File: src/rtl/cpu_bus_ctrl_pkg.sv
// Shared types for the core-to-memory bus controller: controller states and
// the core's read/write direction encoding.
package cpu_bus_ctrl_pkg;

    typedef enum logic [1:0] {
        BUS_ST_IDLE   = 2'd0,
        BUS_ST_ACCESS = 2'd1,
        BUS_ST_DONE   = 2'd2
    } bus_state_e;

    localparam logic ENUM__CPU_WH_RDWR__READ  = 1'b0;
    localparam logic ENUM__CPU_WH_RDWR__WRITE = 1'b1;

    function automatic logic is_write(input logic which_rdwr);
        return which_rdwr == ENUM__CPU_WH_RDWR__WRITE;
    endfunction

endpackage : cpu_bus_ctrl_pkg

File: src/rtl/cpu_bus_wait_ctr.sv
// Saturating ACCESS-cycle counter; flags the wait-state threshold and the
// timeout point for the bus controller.
module cpu_bus_wait_ctr #(
    parameter int unsigned WAIT_STATES = 2,
    parameter int unsigned TIMEOUT     = 255
) (
    input  logic clk,
    input  logic rst,
    input  logic clr,
    input  logic en,
    output logic reached_wait,
    output logic reached_timeout
);

    localparam int unsigned CNT_W = (TIMEOUT < 1) ? 1 : $clog2(TIMEOUT + 1);

    logic [CNT_W-1:0] cnt_q;
    logic [CNT_W-1:0] cnt_d;
    logic [CNT_W:0]   cnt_p1;

    always_comb begin
        cnt_d = cnt_q;
        if (clr) begin
            cnt_d = '0;
        end else if (en && (cnt_q != CNT_W'(TIMEOUT))) begin
            cnt_d = cnt_q + CNT_W'(1);
        end
    end

    always_ff @(posedge clk or posedge rst) begin
        if (rst) begin
            cnt_q <= '0;
        end else begin
            cnt_q <= cnt_d;
        end
    end

    // cnt >= WAIT_STATES written as cnt+1 > WAIT_STATES so WAIT_STATES=0 stays a live compare
    assign cnt_p1          = {1'b0, cnt_q} + (CNT_W + 1)'(1);
    assign reached_wait    = cnt_p1 > (CNT_W + 1)'(WAIT_STATES);
    assign reached_timeout = cnt_q == CNT_W'(TIMEOUT);

endmodule : cpu_bus_wait_ctr

File: src/rtl/cpu_bus_ctrl.sv
// Bus controller: runs each core load/store as one handshaked memory access
// with wait states and timeout, stalling the core until the access is done.
module cpu_bus_ctrl
    import cpu_bus_ctrl_pkg::*;
#(
    parameter int unsigned ADDR_WIDTH  = 16,
    parameter int unsigned DATA_WIDTH  = 8,
    parameter int unsigned WAIT_STATES = 2,
    parameter int unsigned TIMEOUT     = 255
) (
    input  logic                  clk,
    input  logic                  rst,
    input  logic                  cpu_req_rdwr,
    input  logic                  cpu_which_rdwr,
    input  logic [ADDR_WIDTH-1:0] cpu_addr,
    input  logic [DATA_WIDTH-1:0] cpu_data_out,
    output logic [DATA_WIDTH-1:0] cpu_data_in,
    output logic                  cpu_enable,
    output logic                  mem_req,
    output logic                  mem_we,
    output logic [ADDR_WIDTH-1:0] mem_addr,
    output logic [DATA_WIDTH-1:0] mem_wdata,
    input  logic [DATA_WIDTH-1:0] mem_rdata,
    input  logic                  mem_ack,
    output logic                  bus_err
);

    bus_state_e state_q;
    bus_state_e state_d;

    logic                  mem_req_q,   mem_req_d;
    logic                  mem_we_q,    mem_we_d;
    logic [ADDR_WIDTH-1:0] mem_addr_q,  mem_addr_d;
    logic [DATA_WIDTH-1:0] mem_wdata_q, mem_wdata_d;
    logic [DATA_WIDTH-1:0] data_in_q,   data_in_d;
    logic                  bus_err_q,   bus_err_d;

    logic ctr_clr;
    logic ctr_en;
    logic reached_wait;
    logic reached_timeout;
    logic complete;
    logic timed_out;

    cpu_bus_wait_ctr #(
        .WAIT_STATES (WAIT_STATES),
        .TIMEOUT     (TIMEOUT)
    ) u_wait_ctr (
        .clk             (clk),
        .rst             (rst),
        .clr             (ctr_clr),
        .en              (ctr_en),
        .reached_wait    (reached_wait),
        .reached_timeout (reached_timeout)
    );

    // Completion has priority over timeout in the same cycle
    assign complete  = (state_q == BUS_ST_ACCESS) && reached_wait && mem_ack;
    assign timed_out = (state_q == BUS_ST_ACCESS) && reached_timeout && !complete;

    always_ff @(posedge clk or posedge rst) begin
        if (rst) begin
            state_q <= BUS_ST_IDLE;
        end else begin
            state_q <= state_d;
        end
    end

    always_comb begin
        state_d = state_q;
        case (state_q)
            BUS_ST_IDLE:   if (cpu_req_rdwr) state_d = BUS_ST_ACCESS;
            BUS_ST_ACCESS: if (complete || timed_out) state_d = BUS_ST_DONE;
            BUS_ST_DONE:   state_d = BUS_ST_IDLE;
            default:       state_d = BUS_ST_IDLE;
        endcase
    end

    always_comb begin
        mem_req_d   = mem_req_q;
        mem_we_d    = mem_we_q;
        mem_addr_d  = mem_addr_q;
        mem_wdata_d = mem_wdata_q;
        data_in_d   = data_in_q;
        bus_err_d   = bus_err_q;
        ctr_clr     = 1'b0;
        ctr_en      = 1'b0;
        case (state_q)
            BUS_ST_IDLE: begin
                if (cpu_req_rdwr) begin
                    mem_req_d   = 1'b1;
                    mem_we_d    = is_write(cpu_which_rdwr);
                    mem_addr_d  = cpu_addr;
                    mem_wdata_d = cpu_data_out;
                    ctr_clr     = 1'b1;
                end
            end
            BUS_ST_ACCESS: begin
                ctr_en = 1'b1;
                if (complete) begin
                    mem_req_d = 1'b0;
                    if (!mem_we_q) data_in_d = mem_rdata;
                end else if (timed_out) begin
                    mem_req_d = 1'b0;
                    bus_err_d = 1'b1;
                    if (!mem_we_q) data_in_d = '1;
                end
            end
            default: begin
            end
        endcase
    end

    always_ff @(posedge clk or posedge rst) begin
        if (rst) begin
            mem_req_q   <= 1'b0;
            mem_we_q    <= 1'b0;
            mem_addr_q  <= '0;
            mem_wdata_q <= '0;
            data_in_q   <= '0;
            bus_err_q   <= 1'b0;
        end else begin
            mem_req_q   <= mem_req_d;
            mem_we_q    <= mem_we_d;
            mem_addr_q  <= mem_addr_d;
            mem_wdata_q <= mem_wdata_d;
            data_in_q   <= data_in_d;
            bus_err_q   <= bus_err_d;
        end
    end

    assign cpu_enable  = (state_q == BUS_ST_DONE) ||
                         ((state_q == BUS_ST_IDLE) && !cpu_req_rdwr);
    assign mem_req     = mem_req_q;
    assign mem_we      = mem_we_q;
    assign mem_addr    = mem_addr_q;
    assign mem_wdata   = mem_wdata_q;
    assign cpu_data_in = data_in_q;
    assign bus_err     = bus_err_q;

endmodule : cpu_bus_ctrl
File: config.mk
export PLATFORM = sky130hd
export DESIGN_NAME = cpu_bus_ctrl
export DESIGN_NICKNAME = d
export VERILOG_FILES = /design/src/rtl/cpu_bus_ctrl_pkg.sv /design/src/rtl/cpu_bus_wait_ctr.sv /design/src/rtl/cpu_bus_ctrl.sv
export SDC_FILE = /design/constraint.sdc
export NUM_CORES = 1
export LEC_CHECK = 0
export BUFFER_PORTS_ARGS = -buffer_cell sky130_fd_sc_hd__buf_2
export CORE_MARGIN = 3
export CORE_UTILIZATION = 45
export DETAILED_ROUTE_END_ITERATION = 7
export GPL_TIMING_DRIVEN = 0
export PLACE_DENSITY = 0.79
export RECOVER_POWER = 50
export SETUP_SLACK_MARGIN = 0.3
export SYNTH_ARGS = -nofsm -noshare
export SYNTH_HDL_FRONTEND = slang
export SYNTH_SLANG_ARGS = --single-unit
File: constraint.sdc
create_clock -name clk -period 5.1 [get_ports clk]
set_input_delay 0.51 -clock clk [delete_from_list [all_inputs] [get_ports clk]]
set_output_delay 0.51 -clock clk [all_outputs]
set_load 0.1 [all_outputs]
==> flow_metrics.py, run 1 <==
metrics = {
    "run_status": {
        "outcome": "finished, violations left",
        "violations": "max-capacitance violations, max-slew violations",
    },
    "clocking": {
        "cts_tree": "built",
        "clock_path_buffers": 2,
        "cts_hold_buf": 0,
        "post-cts-setup-buffer-count": 0,
        "clk_pin_slew_worst_paths_ns": 0.09,
        "ctsRootBufferMaster": "clkbuf_8",
        "cts_resized": 0,
        "htree_levels": 2,
        "clkLatencyLatePin_ns": 0.30,
        "cts_buffers": 5,
        "cts.sinks": 45,
    },
    "cells_and_area": {
        "layout.nets": 349,
        "multi_input_area_um2": 818.3,
        "fill_cells": 390,
        "antenna_cells": 0,
        "area_growth_pct": 24.48,
        "drive_gt1_share_pct": 24.44,
        "regArea_mm2": 0.001126,
    },
    "route": {
        "drcViolationCount": 0,
        "drt_wl_total_um": 4476,
        "ant_nets": 0,
        "met3_length_um": 306,
        "wl_per_cell_um": 12.33,
        "via_count": 1774,
        "avgViaCountPerCell": 4.887,
        "drt-met1-wl_um": 2044,
        "drt-pass1-iter-count": 4,
        "routed.top_layer": "met4",
        "route.met2.wl_um": 2071,
        "drtIter0Drc": 109,
    },
    "timing": {
        "final_hold_viol_count": 0,
        "worstMarginPinSlew_ns": 1.572,
        "fin_skew_ns": 0.005857,
        "finalSetupViolCount": 0,
        "layout_setup_ws_ns": 2.499,
        "min_period_ns": 2.601,
        "slew_viol_final": 31,
        "max_clock_freq_mhz": 384.5,
        "max-slew-margin-rel_pct": -4.822,
        "rsz0062_at_grt": "no",
        "final.setup.tns_ns": 0,
        "finalCritPeriodShare_pct": 51.00,
    },
    "grt": {
        "grt_pass1_wl_um": 7210,
        "antenna_found_initial": 0,
        "grt_max_degree": 31,
        "grt_overflow_total": 0,
        "grt_pass1_vias": 1601,
        "grt_usage_pct": 17.04,
    },
    "floorplanning": {
        "die_y_um": 73.73,
        "core-area_mm2": 0.004384,
        "io-pin-count": 73,
        "row_count": 24,
        "die_x_um": 73.73,
        "start_util_pct": 47.09,
        "dieArea_mm2": 0.005436,
    },
    "logic_synthesis": {
        "synthCells": 230,
        "netlist_area_mm2": 0.002064,
        "synth_seq_cells": 45,
        "synth_nets": 269,
        "synth_top_area_cell": "dfrtp_1",
        "synthTopCellsByArea": "dfrtp_1, nand2_1, mux2i_1, inv_1, nor2_1",
        "ys_seq_area_share_pct": 54.55,
        "synth.top_cell.area_share_pct": 54.55,
        "yosysWarnings": 0,
        "synth_area_per_cell_um2": 8.976,
        "synth.distinct_cells": 34,
    },
    "critical_path": {
        "cp-end-kind": "flip-flop",
        "worst_setup_path_start_kind": "flip-flop",
        "worstPathArrival_ns": 2.82,
        "worstPathRequired_ns": 5.32,
        "cp_max_fo": 8,
        "path_class": "reg -> reg",
    },
    "place": {
        "portBuffers": 72,
        "dp_slack_ns": 2.515,
        "gp_congestion": 0.8910,
        "hpwl_um": 3261,
    },
    "min_path": {
        "min_path_type": "in -> async",
    },
    "flow_run": {
        "drv_cap": 1,
    },
}
==> path summary, 6_finish.rpt <==
kind,startpoint,endpoint,slack [ns],cells past startpoint
max reg2reg,u_wait_ctr.cnt_q[0],cpu_data_in[3],2.50,6
min reg2reg,bus_err,bus_err,0.47,2
max in group asynchronous,rst,mem_addr[1],2.97,3
min,rst,cpu_data_in[2],0.26,2
min in group clk,cpu_addr[9],mem_addr[9],0.39,3
max,u_wait_ctr.cnt_q[0],cpu_data_in[3],2.50,6
==> cell usage in the layout (no fill, tap or decap) <==
master / n
buf_12: 1
inv_1: 15
xor2_1: 2
a2111o_2: 1
clkbuf_1: 20
o41ai_1: 1
nor4_1: 2
o22ai_1: 2
nand2b_1: 3
nor2_1: 14
buf_2: 63
inv_6: 1
o21bai_1: 1
clkbuf_8: 5
nand4_1: 1
a31oi_1: 2
and2_0: 1
buf_1: 1
clkinvlp_4: 1
a2111oi_2: 1
o32ai_1: 2
o31ai_1: 2
xnor2_1: 1
or4_4: 1
a22o_1: 1
clkinv_2: 1
nand2_1: 85
nand3_1: 4
ha_1: 2
a21oi_1: 2
and3_1: 3
nor3_1: 1
nor2b_1: 1
nand3_2: 1
o21ai_0: 9
dfrtp_1: 45
mux2i_1: 10
o21a_1: 2
==> cells in the mapped netlist <==
master     count
nand2_1       85
dfrtp_1       45
inv_1         15
nor2_1        14
mux2i_1       10
o21ai_0        9
clkbuf_1       8
nand3_1        4
and3_1         3
nand2b_1       3
a21oi_1        2
a31oi_1        2
buf_2          2
ha_1           2
nor4_1         2
o21a_1         2
o22ai_1        2
o31ai_1        2
o32ai_1        2
xor2_1         2
a2111o_2       1
a2111oi_2      1
a22o_1         1
and2_0         1
buf_1          1
buf_12         1
nand3_2        1
nand4_1        1
nor2b_1        1
nor3_1         1
o21bai_1       1
o41ai_1        1
or4_4          1
xnor2_1        1
==> area by class of cell <==
cell class / instances / area share [%]
sequential: 45 / 43.82
clock buffer: 5 / 2.678
multi-input combinational: 158 / 31.84
timing repair buffer: 73 / 13.63
buffer: 12 / 2.483
clock inverter: 3 / 0.8277
tap: 52 / 2.532
inverter: 15 / 2.191
==> cells by family after synthesis <==
family / Yosys count / share of synthesized area [%]
buffers and inverters: 27 / 5.818
muxes: 10 / 4.849
adders and majority gates: 2 / 1.212
and+or+nand+nor: 117 / 23.58
AOI/OAI and AO/OA: 26 / 8.727
xor gates and xnor gates: 3 / 1.273
DFF: 45 / 54.55
==> worst max-delay path, cell delays in order, from the launching register on <==
cell and delay [ns]:
dfrtp_1 0.46, ha_1 0.31, and3_1 0.23, nand3_1 0.16, nor4_1 1.09, nor2_1 0.08
mux2i_1 0.19
==> sequential cells by signal, indices dropped and copies added (netlist names) <==
register          flops
mem_addr             16
cpu_data_in           8
mem_wdata             8
u_wait_ctr.cnt_q      8
state_q               2
bus_err               1
mem_req               1
mem_we                1
==> metal layers <==
metal,global-route usage [%],vias to the layer above
li1,-,903
met1,23.59,800
met2,25.79,64
met3,4.514,7
met4,5.835,0
met5,0,-
==> through the flow <==
stage                     utilization [%]  hold slack, ns  instance area [um^2]  instances
final                               58.62          0.2618                  2570        363
after global routing                58.62          0.3051                  2570        363
after CTS                           59.30          0.1748                  2600        363
after detailed placement            57.25          0.4520                  2510        355
after global placement              56.79          0.4443                  2490        354
after floorplan                         -          0.5252                  2064        230
Power of run 1 is left out: the tool's default activity adds up to more than one toggle a clock period on the data nets, which glitch-free logic cannot reach.
==> inputs of run 2 (changes only) <==
==> constraint.sdc (replaced) <==
create_clock -name clk -period 2.6 [get_ports clk]
set_input_delay 0.26 -clock clk [delete_from_list [all_inputs] [get_ports clk]]
set_output_delay 0.26 -clock clk [all_outputs]
set_load 0.1 [all_outputs]
==> flow_metrics.py, run 2 (same netlist as run 1, synthesis figures left out) <==
metrics = {
    "critical_path": {
        "max_stage_delay_ns": 0.55,
        "ff2ff_path_depth": 7,
        "worstPathArrival_ns": 2.44,
        "timing.rr.start": "u_wait_ctr.cnt_q[3]",
        "cp_top_family": "simple AND/OR/NAND/NOR gates",
        "worst_setup_path_start_kind": "flip-flop",
        "worst-path-buf-inv": 2,
        "crit_end": "cpu_data_in[0]",
        "cp_max_fo": 8,
        "reg2reg_setup_slack_ns": 0.38,
        "crit_cells": 7,
        "crit_chain": "buf_6, nand3_4, or4_4, a2111oi_4, a2111o_2, buf_12, mux2i_2",
        "worstPathRequired_ns": 2.82,
        "r2r_end": "cpu_data_in[0]",
        "cp-end-kind": "flip-flop",
        "path_class": "reg -> reg",
        "slowest_stage": "or4_4",
        "setup.worst_path.start": "u_wait_ctr.cnt_q[3]",
    },
    "route": {
        "wl_per_cell_um": 12.64,
        "drcViolationCount": 0,
        "drt-pass1-iter-count": 4,
        "avgViaCountPerCell": 4.882,
        "via_count": 1782,
        "ant_nets": 0,
        "drt_wl_total_um": 4613,
        "drtIter0Drc": 112,
    },
    "place": {
        "dpl_cell_area_mm2": 0.002510,
        "gp_congestion": 0.8910,
        "portBuffers": 72,
        "hpwl_um": 3261,
    },
    "timing": {
        "finalSetupViolCount": 0,
        "final.setup.tns_ns": 0,
        "final_hold_viol_count": 0,
        "max_clock_freq_mhz": 450.5,
        "min_period_ns": 2.220,
        "worstMarginPinSlew_ns": 1.181,
        "rsz0062_at_grt": "yes",
        "max-slew-margin-rel_pct": 21.63,
        "fin_skew_ns": 0.006986,
        "finalCritPeriodShare_pct": 85.37,
        "slew_viol_final": 0,
    },
    "floorplanning": {
        "die_x_um": 73.73,
        "dieArea_mm2": 0.005436,
        "core-area_mm2": 0.004384,
        "row_count": 24,
        "die_y_um": 73.73,
        "start_util_pct": 47.09,
        "io-pin-count": 73,
    },
    "cells_and_area": {
        "antenna_cells": 0,
        "fill_cells": 375,
        "drive_gt1_share_pct": 26.84,
        "layout.nets": 351,
        "area_growth_pct": 29.15,
        "fin_area_mm2": 0.002666,
        "final_common_cell": "nand2_1",
        "largest_reg_flops": 16,
        "final_cell_mix": "nand2_1, buf_2, dfrtp_1",
    },
    "grt": {
        "antenna_found_initial": 0,
        "grt_usage_pct": 17.27,
        "grt_overflow_total": 0,
        "grt_max_degree": 31,
        "grt_pass1_vias": 1629,
        "grt_pass1_wl_um": 7327,
    },
    "run_status": {
        "outcome": "finished, final reports clean",
    },
    "clocking": {
        "cts_tree": "built",
        "htree_levels": 2,
        "clk_pin_slew_worst_paths_ns": 0.09,
        "clock_path_buffers": 2,
        "ctsRootBufferMaster": "clkbuf_8",
        "clkLatencyLatePin_ns": 0.30,
        "cts.sinks": 45,
        "cts_buffers": 5,
    },
    "min_path": {
        "min_path_type": "in -> reg",
    },
    "flow_run": {
        "drv_cap": 0,
    },
}
==> run 2: cell types whose count changed in the layout (fill, tap and decap cells not counted), moves of 2 or more <==
cell      delta
dfrtp_1      -2
clkbuf_2     +2
buf_4        +2
buf_6        +2
dfrtp_2      +2
buf_2        -4
==> run 2: layout make-up <==
class / count / area, um^2 / area share, %
Sequential cell: 45 / 1129 / 42.33
Tap cell: 52 / 65.06 / 2.440
Buffer: 12 / 81.33 / 3.050
Multi-Input combinational cell: 158 / 878.3 / 32.94
Timing Repair Buffer: 75 / 366.6 / 13.75
Clock inverter: 3 / 21.27 / 0.7977
Clock buffer: 5 / 68.82 / 2.581
Inverter: 15 / 56.30 / 2.112
==> run 2: worst min-delay path by stage <==
| stage | from | to | slack, ns | depth (start not counted) |
|---|---|---|---|---|
| finish | cpu_addr[9] | mem_addr[9] | 0.14 | 3 |
| global route | cpu_data_out[6] | mem_wdata[6] | 0.14 | 3 |
| CTS | cpu_addr[13] | mem_addr[13] | 0.13 | 3 |
| detailed placement | rst | cpu_data_in[0] | 0.26 | 2 |
| global placement | bus_err | bus_err | 0.44 | 2 |
| floorplan | mem_ack | bus_err | 0.36 | 1 |
==> run 2: per-layer routing <==
metal | track usage [%] | vias to the layer above | wire [um]
li1 | - | 906 | -
met1 | 23.67 | 824 | 2142
met2 | 26.87 | 45 | 2204
met3 | 3.283 | 7 | 200
met4 | 6.841 | 0 | 66
met5 | 0 | - | 0
==> run 2: repair_timing <==
action                                 4_1_cts  5_1_grt
cloned                                       0        0
resized for setup                            3       20
setup buffers                                0        1
hold buffers                                 1        0
endpoints found under the hold margin       15        0
pin swaps                                    0        2
setup endpoints to repair                   15       11
==> run 2: metrics by stage <==
stage	instances	util, %	setup WS [ns]	hold WS (ns)
floorplan	230	-	0.4880	0.3568
global placement	354	56.79	0.06958	0.4443
detailed placement	355	57.25	0.01474	0.2634
CTS	364	60.07	0.3261	0.1315
global route	365	60.82	0.2766	0.1407
finish	365	60.82	0.3803	0.1386
==> run 2: tightest hold or removal path, cell delays in order <==
cell and delay (ns):
buf_2 0.07, nand2_1 0.04, nand2_1 0.04
Power of run 2 is left out for the same reason.
